## src/rtl/uart_reg_bank.sv

```systemverilog
// Memory-mapped register bank for the UART block: RW, read-only (live hw_in) and
// write-1-to-clear (sticky hw set) registers behind a valid/ready request port.
module uart_reg_bank #(
  parameter int unsigned             ADDR_WIDTH = 32,
  parameter int unsigned             DATA_WIDTH = 32,
  parameter int unsigned             NUM_REGS   = 8,
  parameter logic [ADDR_WIDTH-1:0]   BASE_ADDR  = 32'h4000_C000,
  parameter logic [NUM_REGS-1:0]     RO_MASK    = '0,
  parameter logic [NUM_REGS-1:0]     W1C_MASK   = '0
) (
  input  logic                           clk,
  input  logic                           rst,
  input  logic [ADDR_WIDTH-1:0]          addr,
  input  logic                           wr_en,
  input  logic                           valid,
  output logic                           ready,
  input  logic [DATA_WIDTH-1:0]          wdata,
  input  logic [DATA_WIDTH/8-1:0]        wstrb,
  input  logic [NUM_REGS*DATA_WIDTH-1:0] hw_in,
  output logic                           resp_valid,
  output logic                           resp_err,
  output logic [DATA_WIDTH-1:0]          rdata,
  output logic [NUM_REGS*DATA_WIDTH-1:0] reg_out
);

  localparam int unsigned NB   = DATA_WIDTH / 8;
  localparam int unsigned IDXW = (NUM_REGS > 1) ? $clog2(NUM_REGS) : 1;
  localparam logic [ADDR_WIDTH-1:0] SPAN = ADDR_WIDTH'(4 * NUM_REGS);

  typedef enum logic {IDLE, RESP} state_e;

  state_e                state_q, state_d;
  logic [DATA_WIDTH-1:0] regs_q [NUM_REGS];
  logic [DATA_WIDTH-1:0] regs_d [NUM_REGS];
  logic [DATA_WIDTH-1:0] rdata_q, rdata_d;
  logic                  resp_err_q, resp_err_d;

  logic [ADDR_WIDTH-1:0] off;
  logic [IDXW-1:0]       idx;
  logic                  hit;
  logic                  accept;
  logic [DATA_WIDTH-1:0] bmask;
  logic [DATA_WIDTH-1:0] rd_val;
  logic                  sel_ro;
  logic                  unused_hw;

  // Addresses below BASE_ADDR wrap to a huge offset and so fall outside SPAN.
  assign off    = addr - BASE_ADDR;
  assign idx    = off[IDXW+1:2];
  assign hit    = (off < SPAN) && (off[1:0] == 2'b00);
  assign accept = valid && (state_q == IDLE);

  // hw_in slices of RW registers are intentionally ignored.
  assign unused_hw = ^hw_in;

  always_ff @(posedge clk or posedge rst) begin
    if (rst) state_q <= IDLE;
    else     state_q <= state_d;
  end

  always_comb begin
    state_d = state_q;
    case (state_q)
      IDLE:    if (valid) state_d = RESP;
      RESP:    state_d = IDLE;
      default: state_d = IDLE;
    endcase
  end

  always_comb begin
    ready      = (state_q == IDLE);
    resp_valid = (state_q == RESP);
  end

  always_comb begin
    bmask = '0;
    for (int unsigned b = 0; b < NB; b++) bmask[8*b +: 8] = {8{wstrb[b]}};
  end

  always_comb begin
    rd_val = '0;
    sel_ro = 1'b0;
    for (int unsigned i = 0; i < NUM_REGS; i++) begin
      if (hit && (idx == IDXW'(i))) begin
        sel_ro = RO_MASK[i];
        rd_val = RO_MASK[i] ? hw_in[i*DATA_WIDTH +: DATA_WIDTH] : regs_q[i];
      end
    end
  end

  // Hardware set is OR-ed in after the software clear so a coincident set wins.
  always_comb begin
    for (int unsigned i = 0; i < NUM_REGS; i++) begin
      regs_d[i] = regs_q[i];
      if (RO_MASK[i]) begin
        regs_d[i] = '0;
      end else begin
        if (accept && wr_en && hit && (idx == IDXW'(i))) begin
          regs_d[i] = W1C_MASK[i] ? (regs_q[i] & ~(wdata & bmask))
                                  : ((regs_q[i] & ~bmask) | (wdata & bmask));
        end
        if (W1C_MASK[i]) regs_d[i] = regs_d[i] | hw_in[i*DATA_WIDTH +: DATA_WIDTH];
      end
    end
  end

  always_comb begin
    rdata_d    = rdata_q;
    resp_err_d = resp_err_q;
    if (accept) begin
      resp_err_d = !hit || (wr_en && sel_ro);
      rdata_d    = (hit && !wr_en) ? rd_val : '0;
    end
  end

  always_ff @(posedge clk or posedge rst) begin
    if (rst) begin
      for (int unsigned i = 0; i < NUM_REGS; i++) regs_q[i] <= '0;
      rdata_q    <= '0;
      resp_err_q <= 1'b0;
    end else begin
      regs_q     <= regs_d;
      rdata_q    <= rdata_d;
      resp_err_q <= resp_err_d;
    end
  end

  assign rdata    = rdata_q;
  assign resp_err = resp_err_q;

  always_comb begin
    reg_out = '0;
    for (int unsigned i = 0; i < NUM_REGS; i++) begin
      reg_out[i*DATA_WIDTH +: DATA_WIDTH] = RO_MASK[i] ? hw_in[i*DATA_WIDTH +: DATA_WIDTH]
                                                       : regs_q[i];
    end
  end

endmodule

```

## config.mk

```make
export PLATFORM = sky130hd
export DESIGN_NAME = uart_reg_bank
export DESIGN_NICKNAME = d
export VERILOG_FILES = /design/src/rtl/uart_reg_bank.sv
export SDC_FILE = /design/constraint.sdc
export NUM_CORES = 1
export LEC_CHECK = 0
export CORE_AREA = 2 2 240 242
export CTS_CLUSTER_DIAMETER = 100
export DETAILED_ROUTE_END_ITERATION = 12
export DIE_AREA = 0 0 242 244
export GPL_TIMING_DRIVEN = 0
export PLACE_DENSITY_LB_ADDON = 0.3
export SYNTH_ARGS = -nofsm -noshare
export SYNTH_HDL_FRONTEND = slang
export SYNTH_SLANG_ARGS = --single-unit
export TNS_END_PERCENT = 1
```

## constraint.sdc

```tcl
create_clock -name clk -period 12.95 [get_ports clk]
set_input_delay 1.295 -clock clk [delete_from_list [all_inputs] [get_ports clk]]
set_output_delay 1.295 -clock clk [all_outputs]
set_load 0.02 [all_outputs]
```

* Yosys cells after proc, flatten, opt, wreduce, memory -nomap -nowiden
Cells that the tools add are included.
** Cells by class
- Muxes and demuxes :: 11
- Eq/ne operators :: 7
- Bitwise gates (word level) :: 19
- $lt $le $gt $ge :: 1
- Add/sub/neg operators :: 1
- Reductions and logical operators :: 25
** Operator list (number)
- $and 32x32->32 :: 9
- $mux 32 :: 9
- $or 32x32->32 :: 8
- $lt 32x6->1 const B :: 1
- $not 32->32 :: 1
- $sub 32x31->32 const B :: 1
- $logic_and 1x1->1 :: 21
- $eq 3x3->1 const B :: 4
- $eq 3x2->1 const B :: 2
- $eq 3x1->1 const B :: 1
- $logic_not 3->1 :: 1
- $logic_not 1->1 :: 2
- $logic_not 2->1 :: 1
- $pmux 1 s2 :: 1
- $mux 1 :: 1
- $not 1->1 :: 1
** Storage, ports and cells
- Logic and storage cells :: 75
- Output and inout port bits :: 291
- Bits in registers :: 290

* Longest topological paths before layout
- Depth after elaboration :: 13
- Depth in mapped cells :: 8

* Least setup slack after synthesis
OpenSTA, ideal clock, no wires.
- Path kind :: in2reg
- From :: input addr[21]
- To :: register with a tool-made name
- Buffers on the path :: 2
- Required time :: 12.825 ns
- Stages :: 7
- Path slack :: 9.728 ns
- Data arrival time :: 3.097 ns
- Path through :: nor4_1 > nand4_1 > or2_1 > buf_6 > buf_12 > nor4_4 > mux2_2
** RTL lines
- start: declaration :: line 13 : input logic [ADDR_WIDTH-1:0] addr,

* Worst setup path in the final report
- From :: input addr[2]
- To :: register rdata_q[5] (netlist: rdata[5])
** Between the ends
- Word-level cells in the longest chain between the ends :: 13
** Ends and longest elaborated chain
- $sub 32x31->32 (*) :: line 48 : assign off = addr - BASE_ADDR;
- $lt 32x6->1 :: line 50 : assign hit = (off < SPAN) && (off[1:0] == 2'b00);
- $logic_and 1x1->1 :: line 50
- $logic_and 1x1->1 :: line 84 : if (hit && (idx == IDXW'(i))) begin
- $mux 32 (8 in a row) :: line 84
- $mux 32 (*) :: line 112 : rdata_d = (hit && !wr_en) ? rd_val : '0;
- end signal: assignment :: line 123 : rdata_q <= rdata_d;
- end: declaration :: line 35 : logic [DATA_WIDTH-1:0] rdata_q, rdata_d;
Every way passes the cells marked *; elsewhere a longest branch is shown, timed or not.
A chain may end at the register's enable or synchronous reset.

==> results.py <==
metrics = {
    "synth": {
        "postSynthCellCount": 958,
        "async_flop_share": 1.000,
        "synth_common_cells": "290 x dfrtp_1, 266 x mux2_2, 52 x nand2_1, 51 x o22ai_1, 43 x mux2i_1",
        "ys_types": 40,
        "synth_edf_count": 0,
        "avgSynthCellArea_sq_um": 13.69,
        "ys_seq_area_frac": 0.5532,
        "ys.flop_type": "dfrtp_1",
        "ys_top_cells_by_area": "dfrtp_1 55%, mux2_2 23%, mux2i_1 3.3%",
        "yosysTopAreaCell": "dfrtp_1",
        "synth.most_common_cell": "dfrtp_1",
        "synth_top_area_share": 0.5532,
        "syn_area_sq_mm": 0.01312,
        "synth_seq_cells": 290,
        "yosysWarnings": 0,
        "syn_nets": 1286,
    },
    "placement": {
        "hpwl_microns": 41640,
        "gp_congestion": 0.8061,
        "placed_area_sq_mm": 0.01773,
        "portBuffers": 360,
        "preCtsSetupSlack_ns": 7.750,
    },
    "timing": {
        "hold_viol": 0,
        "setup_viol": 0,
        "rsz0062_at_grt": "false",
        "fin_tns_setup_ns": 0,
        "timing.final.ws_setup_ns": 8.431,
        "clock_skew_ns": 0.01842,
        "period_share": 0.3490,
        "slew_viol_final": 0,
        "clock.fmax_mhz": 221.3,
        "slew_headroom": 0.1488,
        "whs_ns": 0.4781,
        "timing.final.crit_period_ns": 4.519,
        "worst_slew_pin_slew_ns": 1.277,
    },
    "route": {
        "num_vias": 10200,
        "drtPass1Iterations": 5,
        "viasPerCell": 4.767,
        "drtAntennaViolNets": 0,
        "initialDrtViolationCount": 594,
        "wl_per_cell_microns": 27.48,
        "postRouteWirelength_microns": 58800,
        "drc": 0,
    },
    "die": {
        "die_width_microns": 242,
        "coreArea_sq_mm": 0.05617,
        "rows": 87,
        "start_util": 0.2335,
        "fp.dieH_microns": 244,
        "io_pins": 619,
        "die-area_sq_mm": 0.05905,
    },
    "setup_path": {
        "worstPathArrival_ns": 4.91,
        "worst_ep_required_time_ns": 13.34,
        "worst-path-max-fanout": 10,
        "start_kind": "input pin",
        "endpoint_kind": "register",
        "crit_type": "input pin to register",
    },
    "layout": {
        "fin_util": 0.3369,
        "drive_above_1_share": 0.2697,
        "fill_cells": 5648,
        "postLayoutCellArea_sq_mm": 0.01892,
        "final_nets": 1687,
        "areaGrowthSynthToFinish_pct": 44.27,
    },
    "run_status": {
        "status": "completed",
    },
    "clocking": {
        "post_cts_resized": 0,
        "numCtsBuffers": 37,
        "cts_root_buf": "clkbuf_16",
        "clk_latency_ns": 0.56,
        "cts_hold_buf": 0,
        "cts_buffer_depth": 3,
        "cts_tree": "built",
        "cts_setup_buffers": 0,
        "cts.sinks": 290,
        "htreeDepth": 2,
        "cts.clk_slew.worst_paths_ns": 0.06,
    },
    "power": {
        "pwr_density_cell_mw_per_mm2": 108.7,
        "pwr-share-seq": 0.441,
        "max-vdd-ir-drop_uv": 81.95,
        "p_leak_nw": 8.531,
        "pwr-share-comb": 0.060,
        "swShare": 0.2441,
        "p_int_mw": 1.556,
        "clkPwrFrac": 0.499,
        "power.net_switching_uw": 502.3,
    },
    "global_routing": {
        "grt_pass1_vias": 10920,
        "antenna_found_initial": 1,
        "grt_remaining_overflow": 0,
        "grt_max_degree": 121,
        "grt_use_total": 0.1978,
        "grt_pass1_wl_microns": 83190,
    },
    "job": {
        "maxCapViolCount": 0,
    },
    "min_path": {
        "hold_class": "register to register",
    },
}
power groups by stage:
| stage | Clock (mW) | Combinational, mW | Sequential (mW) |
|---|---|---|---|
| 6_report | 1.03 | 0.124 | 0.907 |
| 5_1_grt | 1.09 | 0.134 | 0.906 |
| 4_1_cts | 1.06 | 0.126 | 0.907 |
| 3_5_place_dp | 0 | 0.126 | 0.923 |
| 3_3_place_gp | 0 | 0.123 | 0.924 |
| 2_1_floorplan | 0 | 0.0530 | 0.924 |
path summary, 6_finish.rpt:
path                             from         to  slack (ns)  cells after the start
setup / recovery              addr[2]   rdata[5]        8.43                      9
hold / removal              rdata[20]  rdata[20]        0.48                      2
setup reg to reg           resp_valid   register        9.77                      5
hold reg to reg             rdata[20]  rdata[20]        0.48                      2
max in group asynchronous         rst  async pin       10.76                      3
min in group asynchronous         rst   resp_err        1.17                      2
cell usage in the layout, fill, tap and decap left out, types with 2 or more instances in the layout:
master	netlist	routed
a21oi_1	24	24
and3b_1	2	2
buf_1	10	9
buf_16	0	2
buf_2	5	6
clkbuf_1	31	36
clkbuf_16	0	39
clkbuf_8	0	8
clkdlybuf4s50_1	0	360
clkinv_2	0	8
dfrtp_1	290	290
inv_1	6	5
mux2_2	266	266
mux2i_1	43	43
mux4_2	10	10
nand2_1	52	52
nand3_1	22	22
nand4_1	7	7
nor2_1	27	27
nor2b_1	2	2
nor3_1	3	3
nor3_4	19	19
nor4_1	4	4
nor4_4	6	6
o21ai_0	10	10
o221ai_1	9	9
o22ai_1	51	51
o2bb2ai_1	21	21
o31ai_1	22	22
layer usage:
layer / GRT usage / up-vias / routed length [microns]
met5: 0 / - / 7
met4: 0.06028 / 2 / 1564
met3: 0.07978 / 77 / 6059
met2: 0.3001 / 467 / 25390
met1: 0.2578 / 5225 / 25780
li1: - / 4431 / -
metrics by stage:
step,power (mW),std cells
5_1_grt,2.131,2139
4_1_cts,2.090,2139
2_1_floorplan,0.9768,958
6_report,2.058,2140
3_3_place_gp,1.047,2074
3_5_place_dp,1.049,2076
cells by family (layout without fill, tap and decap cells):
logic type | Yosys count | count (layout) | share of synthesized area
buffers and inverters | 56 | 481 | 0.01860
multiplexers | 319 | 319 | 0.2783
flip-flops | 290 | 290 | 0.5532
AO/OA/AOI/OAI | 142 | 142 | 0.07268
other | 0 | 1 | 0
AND/OR/NAND/NOR | 151 | 151 | 0.07717
cell type report:
type / instances / area, sq um / area share
sequential: 290 / 7257 / 0.3835
buffer: 49 / 219.0 / 0.01157
antenna: 1 / 2.502 / 0.0001322
multi-input combinational: 612 / 5617 / 0.2968
clock inverter: 11 / 86.33 / 0.004562
tap: 756 / 945.9 / 0.04998
timing repair buffer: 362 / 3659 / 0.1933
clock buffer: 52 / 1105 / 0.05838
inverter: 7 / 33.78 / 0.001785
critical path: stages:
cell and delay (ns):
clkdlybuf4s50_1 0.50, buf_2 0.29, buf_2 0.45, buf_1 0.85, nand2_1 0.76, o22ai_1 0.40, nand2_1 0.10, o221ai_1 0.11
o21ai_0 0.12
Note: power is estimated with default switching activity, not from simulation.
